`src/rtl/sprite_cmd_receiver.sv`:
```
// sprite_cmd_receiver
// Receives sprite descriptors over a valid/ready interface into the write bank
// of a double-buffered sprite list. On new_frame the banks swap, and the
// completed list is served to the rasterizer through a 1-cycle read port.
//
// Ports:
//   clk_pixel, sys_rst_n         pixel clock, async active-low reset
//   new_frame                    frame-start pulse (bank swap)
//   sprite_valid/x/y/frame       descriptor input
//   sprite_ready                 registered back-pressure to the producer
//   rd_req, rd_index             rasterizer read request
//   rd_valid, rd_miss, rd_x/y/frame  read response (1 cycle after rd_req)
//   sprite_count                 entries held in the read bank
//   overflow, err_invalid        sticky error flags
module sprite_cmd_receiver #(
  parameter int unsigned CANVAS_WIDTH  = 360,
  parameter int unsigned CANVAS_HEIGHT = 720,
  parameter int unsigned NUM_FRAMES    = 5,
  parameter int unsigned MAX_SPRITES   = 64
) (
  input  logic                              clk_pixel,
  input  logic                              sys_rst_n,
  input  logic                              new_frame,
  input  logic                              sprite_valid,
  input  logic [$clog2(CANVAS_WIDTH)-1:0]   sprite_x,
  input  logic [$clog2(CANVAS_HEIGHT)-1:0]  sprite_y,
  input  logic [$clog2(NUM_FRAMES)-1:0]     sprite_frame,
  output logic                              sprite_ready,
  input  logic                              rd_req,
  input  logic [$clog2(MAX_SPRITES)-1:0]    rd_index,
  output logic                              rd_valid,
  output logic                              rd_miss,
  output logic [$clog2(CANVAS_WIDTH)-1:0]   rd_x,
  output logic [$clog2(CANVAS_HEIGHT)-1:0]  rd_y,
  output logic [$clog2(NUM_FRAMES)-1:0]     rd_frame,
  output logic [$clog2(MAX_SPRITES+1)-1:0]  sprite_count,
  output logic                              overflow,
  output logic                              err_invalid
);

  localparam int unsigned XW = $clog2(CANVAS_WIDTH);
  localparam int unsigned YW = $clog2(CANVAS_HEIGHT);
  localparam int unsigned FW = $clog2(NUM_FRAMES);
  localparam int unsigned IW = $clog2(MAX_SPRITES);
  localparam int unsigned CW = $clog2(MAX_SPRITES + 1);

  typedef enum logic [1:0] {
    S_IDLE   = 2'd0,
    S_ACCEPT = 2'd1,
    S_FULL   = 2'd2
  } state_t;

  typedef struct packed {
    logic [XW-1:0] x;
    logic [YW-1:0] y;
    logic [FW-1:0] frame;
  } entry_t;

  // Both banks in one array; the bank select is the top address bit.
  entry_t mem [2*MAX_SPRITES];

  state_t        state, state_next;
  logic [CW-1:0] wr_ptr, wr_ptr_next, count_next;
  logic          wb, wb_next;
  logic          accept, in_range, wr_en, err_set, ovf_set, ready_next;
  logic          rd_hit;
  entry_t        rd_entry;
  entry_t        wr_entry;

  // Range check done at 32 bits so power-of-two limits do not wrap.
  assign in_range = (32'(sprite_x) < CANVAS_WIDTH) &&
                    (32'(sprite_y) < CANVAS_HEIGHT) &&
                    (32'(sprite_frame) < NUM_FRAMES);

  assign wr_entry = '{x: sprite_x, y: sprite_y, frame: sprite_frame};

  // Next-state, write pointer, bank swap and flag-set decisions.
  always_comb begin
    state_next  = state;
    wr_ptr_next = wr_ptr;
    count_next  = sprite_count;
    wb_next     = wb;
    ovf_set     = 1'b0;
    accept      = sprite_valid && sprite_ready;
    wr_en       = accept && in_range;
    err_set     = accept && !in_range;

    if (wr_en) wr_ptr_next = wr_ptr + CW'(1);

    unique case (state)
      S_IDLE: begin
        if (new_frame) begin
          state_next = S_ACCEPT;
          count_next = '0;
        end
      end
      S_ACCEPT: begin
        if (wr_en && (wr_ptr_next == CW'(MAX_SPRITES))) state_next = S_FULL;
      end
      S_FULL: begin
        ovf_set = sprite_valid;
      end
      default: state_next = S_IDLE;
    endcase

    // A beat accepted alongside new_frame lands in the old bank and is counted.
    if (new_frame && (state != S_IDLE)) begin
      state_next  = S_ACCEPT;
      count_next  = wr_ptr_next;
      wb_next     = ~wb;
      wr_ptr_next = '0;
    end

    ready_next = (state_next == S_ACCEPT);
  end

  // State register and registered control outputs.
  always_ff @(posedge clk_pixel or negedge sys_rst_n) begin
    if (!sys_rst_n) begin
      state        <= S_IDLE;
      wr_ptr       <= '0;
      wb           <= 1'b0;
      sprite_count <= '0;
      sprite_ready <= 1'b0;
      overflow     <= 1'b0;
      err_invalid  <= 1'b0;
    end else begin
      state        <= state_next;
      wr_ptr       <= wr_ptr_next;
      wb           <= wb_next;
      sprite_count <= count_next;
      sprite_ready <= ready_next;
      if (ovf_set) overflow    <= 1'b1;
      if (err_set) err_invalid <= 1'b1;
    end
  end

  // Bank storage write; contents are not reset.
  always_ff @(posedge clk_pixel) begin
    if (wr_en) mem[{wb, wr_ptr[IW-1:0]}] <= wr_entry;
  end

  // Read port always addresses the bank not being written.
  assign rd_hit   = (CW'(rd_index) < sprite_count);
  assign rd_entry = mem[{~wb, rd_index}];

  always_ff @(posedge clk_pixel or negedge sys_rst_n) begin
    if (!sys_rst_n) begin
      rd_valid <= 1'b0;
      rd_miss  <= 1'b0;
      rd_x     <= '0;
      rd_y     <= '0;
      rd_frame <= '0;
    end else begin
      rd_valid <= rd_req;
      rd_miss  <= rd_req && !rd_hit;
      if (rd_req) begin
        if (rd_hit) begin
          rd_x     <= rd_entry.x;
          rd_y     <= rd_entry.y;
          rd_frame <= rd_entry.frame;
        end else begin
          rd_x     <= '0;
          rd_y     <= '0;
          rd_frame <= '0;
        end
      end
    end
  end

endmodule
```
`config.mk`:
```
export PLATFORM = sky130hd
export DESIGN_NAME = sprite_cmd_receiver
export DESIGN_NICKNAME = d
export VERILOG_FILES = /design/src/rtl/sprite_cmd_receiver.sv
export SDC_FILE = /design/constraint.sdc
export NUM_CORES = 2
export LEC_CHECK = 0
export CORE_UTILIZATION = 35
export DETAILED_ROUTE_END_ITERATION = 6
export RECOVER_POWER = 50
export SYNTH_ARGS = -nofsm -noshare
export SYNTH_HDL_FRONTEND = slang
export SYNTH_SLANG_ARGS = --single-unit
```
`constraint.sdc`:
```
create_clock -name clk_pixel -period 3 [get_ports clk_pixel]
set_input_delay 0.6 -clock clk_pixel [delete_from_list [all_inputs] [get_ports clk_pixel]]
set_output_delay 0.6 -clock clk_pixel [all_outputs]
set_load 0.02 [all_outputs]
```
==> metrics.md <==
| Metric | Value |
|---|---|
| Outcome | complete, but fails checks |
| Failing checks | capacitance limit, slew limit |
| Fraction of layout cells with a size suffix above 1 | 0.351 |
| Count leader, synth | edfxtp_1 |
| Synthesis-to-finish area growth | 20.5% |
| Vias in the first global route | between 50k and 60k |
| Final hold slack | 0.238 ns |
| Gr usage total | 0.186 |
| RSZ-0062 raised after global routing | no |
| Top post-synthesis cells by count | 2816 x edfxtp_1, 713 x mux4_2, 166 x nor2_1 |
| Buf+Inv Stages, Crit Path | 1 |
| Adder-Cell Fraction of Synth Area | 0.000685 |
| Largest net degree at the start of global routing | 129 |
| Crit path max fanout | 2 |
| Top post-synthesis cells by area | edfxtp_1 77%, mux4_2 15%, dfrtp_1 1.0% |
| WL/cell | 29.5 microns |
| Multi-input logic area | between 20000 and 25000 sq um |
| Crit path DAT | 2.36 ns |
| Crit-path cells | clkdlybuf4s50_1 |
| Post-synth top area share | 0.772 |
| Antenna violations before repair | 21 |
| Drt first-iter violations | 6145 |
| Number of fill cells in the layout | 26.6k |
| Final Hold Viols | 0 |
| DRT Pass-1 Iters | 5 |
| Critical path class | flip-flop to output pin |
| Die Height | 561 microns |
| # Max-Cap Violations | 19 |
| CP Data Required Time | 2.40 ns |
| Tightest Hold Check Type | input pin to flip-flop |
| Crit start category | flip-flop |
| GPL Wtd Cong | slightly above 0.9 |
| Setup Viol. Count Final | 0 |
| Util after Layout | 0.423 |
| Syn Nets | between 4k and 5k |
| Drt via density | 5.48 |
| CP top delay family | buffers and inverters |
| Least-Margin Pin Slew | 3.20 ns |
| Yosys cell types | 71 |
| CTS Sinks | around 2.9k |
| Core area | 312000 sq um |
| Slew margin rel. | -1.13 |
| Crit end category | output pin |
| Via count | 54.8k |
| PortBufs | 66 |
| Clk buf depth | 4 |
| Row cnt | 205 |
| Global route total overflow | 0 |
| FF+latch count, synth | between 2k and 3k |
| FF/Latch Area | 85700 sq um |
| Min Tclk post-route | a little under 3 ns |
| Slew Viols, Final | around 1.3k |
| Simple-Gate Fraction of Synth Area | 0.0185 |
| Die area | roughly 320000 sq um |
| Clock latency on the worst-skew pair | 0.95 ns |
| Syn Std Cell Area | 110000 sq um |
| Largest family of logic cells by synthesized area | multiplexers |
| Post-synthesis mux area share | 0.160 |
| Fmax | 338 MHz |
| Compound-cell area share of the yosys netlist | 0.0247 |
| First-pass GRT wire length | 420 mm |
| H-tree depth | 5 |
| Power after layout | 85.0 mW |
| Clock Pin Slew Worst Setup and Hold Paths | 0.06 ns |
| Nets | 5672 |
| Fin Clk Skew | between 0.09 and 0.1 ns |
| Pwr per Cell Area | 644 nW/um^2 |
| Post-synthesis xor/xnor area fraction | 0.000720 |
| Ys async rst share | 0.0154 |
| Area leader, netlist | edfxtp_1 |
| ANT nets after route | 0 |
| Die W | 561 microns |
| Syn Inst Count | 4797 |
| Initial Utilization | 0.351 |
| Worst ir drop on vdd | 0.615 mV |
| # Post-CTS Setup Buffers | 0 |
| Non-filler cells, final | 9998 |
| Sequential area share after synthesis | 0.782 |
| Lkg Pwr | 41.7 nW |
| YS warnings | 0 |
| Routed Wire Length | about 300 mm |
| Inst Count DP | 9459 |
| Post-route DRC | 0 |
| CTS tree | done |
| TritonCTS Buffers | 309 |
| Crit-path slowest cell | clkdlybuf4s50_1 |
| CP max stage delay | 0.72 ns |
| Detail Placement HPWL | approximately 180 mm |
| EDFF count, synth | 2816 |
| Fin crit share | 0.987 |
| Mapped Avg Cell Area | between 20 and 25 sq um |
| CTS Root Cell | clkbuf_16 |
| I/O Pins | 67 |
| Dominant synthesized flop cell | edfxtp_1 |
-- layer usage --
metal	vias to the layer above	routed length [microns]	GRT usage
met3	467	22400	0.0308
met5	-	28	0
met1	29700	120000	0.254
li1	22300	-	-
met4	6	9520	0.0563
met2	2273	143000	0.307
-- per-stage QoR --
step	instance area, sq um	setup TNS [ns]	setup slack (ns)
floorplan	110000	-446.63	-0.304
global placement	123000	-555.12	-0.669
detailed placement	123000	-544.40	-0.657
CTS	132000	0	0.0161
global route	132000	0	0.00537
finish	132000	0	0.0381
-- timing repair --
item / CTS / global route
hold buffers: 3 / 0
endpoints found under the hold margin: 51 / 0
resized for setup: 0 / 1
endpoints found under the setup margin: 0 / 1
-- power by group --
group	total, mW	internal (mW)	switching, mW
sequential	44.3	44.1	0.265
combinational	5.02	2.05	2.97
clock	35.7	20.7	15.0
total	85.0	66.8	18.2
-- worst paths after layout --
path / slack (ns) / startpoint / to / cells after the start
setup / recovery: 0.04 / rd_y[3]$_DFFE_PN0P_ / rd_y[3] / 1
hold / removal: 0.24 / sprite_valid / overflow$_DFFE_PN0P_ / 3
setup reg to reg: 0.15 / sprite_count[5]$_DFFE_PN0P_ / rd_y[0]$_DFFE_PN0P_ / 11
hold reg to reg: 0.48 / overflow$_DFFE_PN0P_ / overflow$_DFFE_PN0P_ / 1
max in group asynchronous: 0.91 / sys_rst_n / rd_y[6]$_DFFE_PN0P_ / 3
min in group asynchronous: 0.27 / sys_rst_n / rd_x[8]$_DFFE_PN0P_ / 2
-- cells in the final DEF (no fill, tap or decap), drive strengths merged, types with 8 or more instances in the layout --
master,instances
a211oi,9
a21oi,11
a221o,8
a221oi,56
a22o,24
a22oi,101
a31oi,13
buf,693
bufinv,17
clkbuf,454
clkdlybuf4s50,37
clkinv,99
dfrtp,44
diode,10
edfxtp,2816
inv,27
mux2,70
mux2i,72
mux4,713
nand2,79
nand2b,10
nand3,57
nand3b,10
nand4,19
nor2,167
nor2b,14
nor3,17
nor3b,15
o21ai,20
o22ai,50
-- layout make-up --
type	count	share of cell area
diodes	10	0.000190
clock inverters	130	0.00829
clock buffers	396	0.0623
well taps	4140	0.0393
repair buffers	791	0.0672
flip-flops and latches	2860	0.649
inverters	20	0.000569
multi-input cells	1651	0.173
-- logic make-up after synthesis --
group	count (synthesis)
flip-flops	2860
multiplexers	855
AND/OR/NAND/NOR	426
AO/OA/AOI/OAI	355
buffers and inverters	286
XOR/XNOR	9
adder cells (fa/ha/maj)	6
-- state kept, by name, indices dropped and copies added (netlist names), 2 cells and up --
| name | cells |
|---|---|
| mem | 2816 |
| rd_frame | 3 |
| rd_x | 9 |
| rd_y | 10 |
| sprite_count | 7 |
| state | 2 |
| wr_ptr | 7 |
Power figures use the tool's default switching activity.
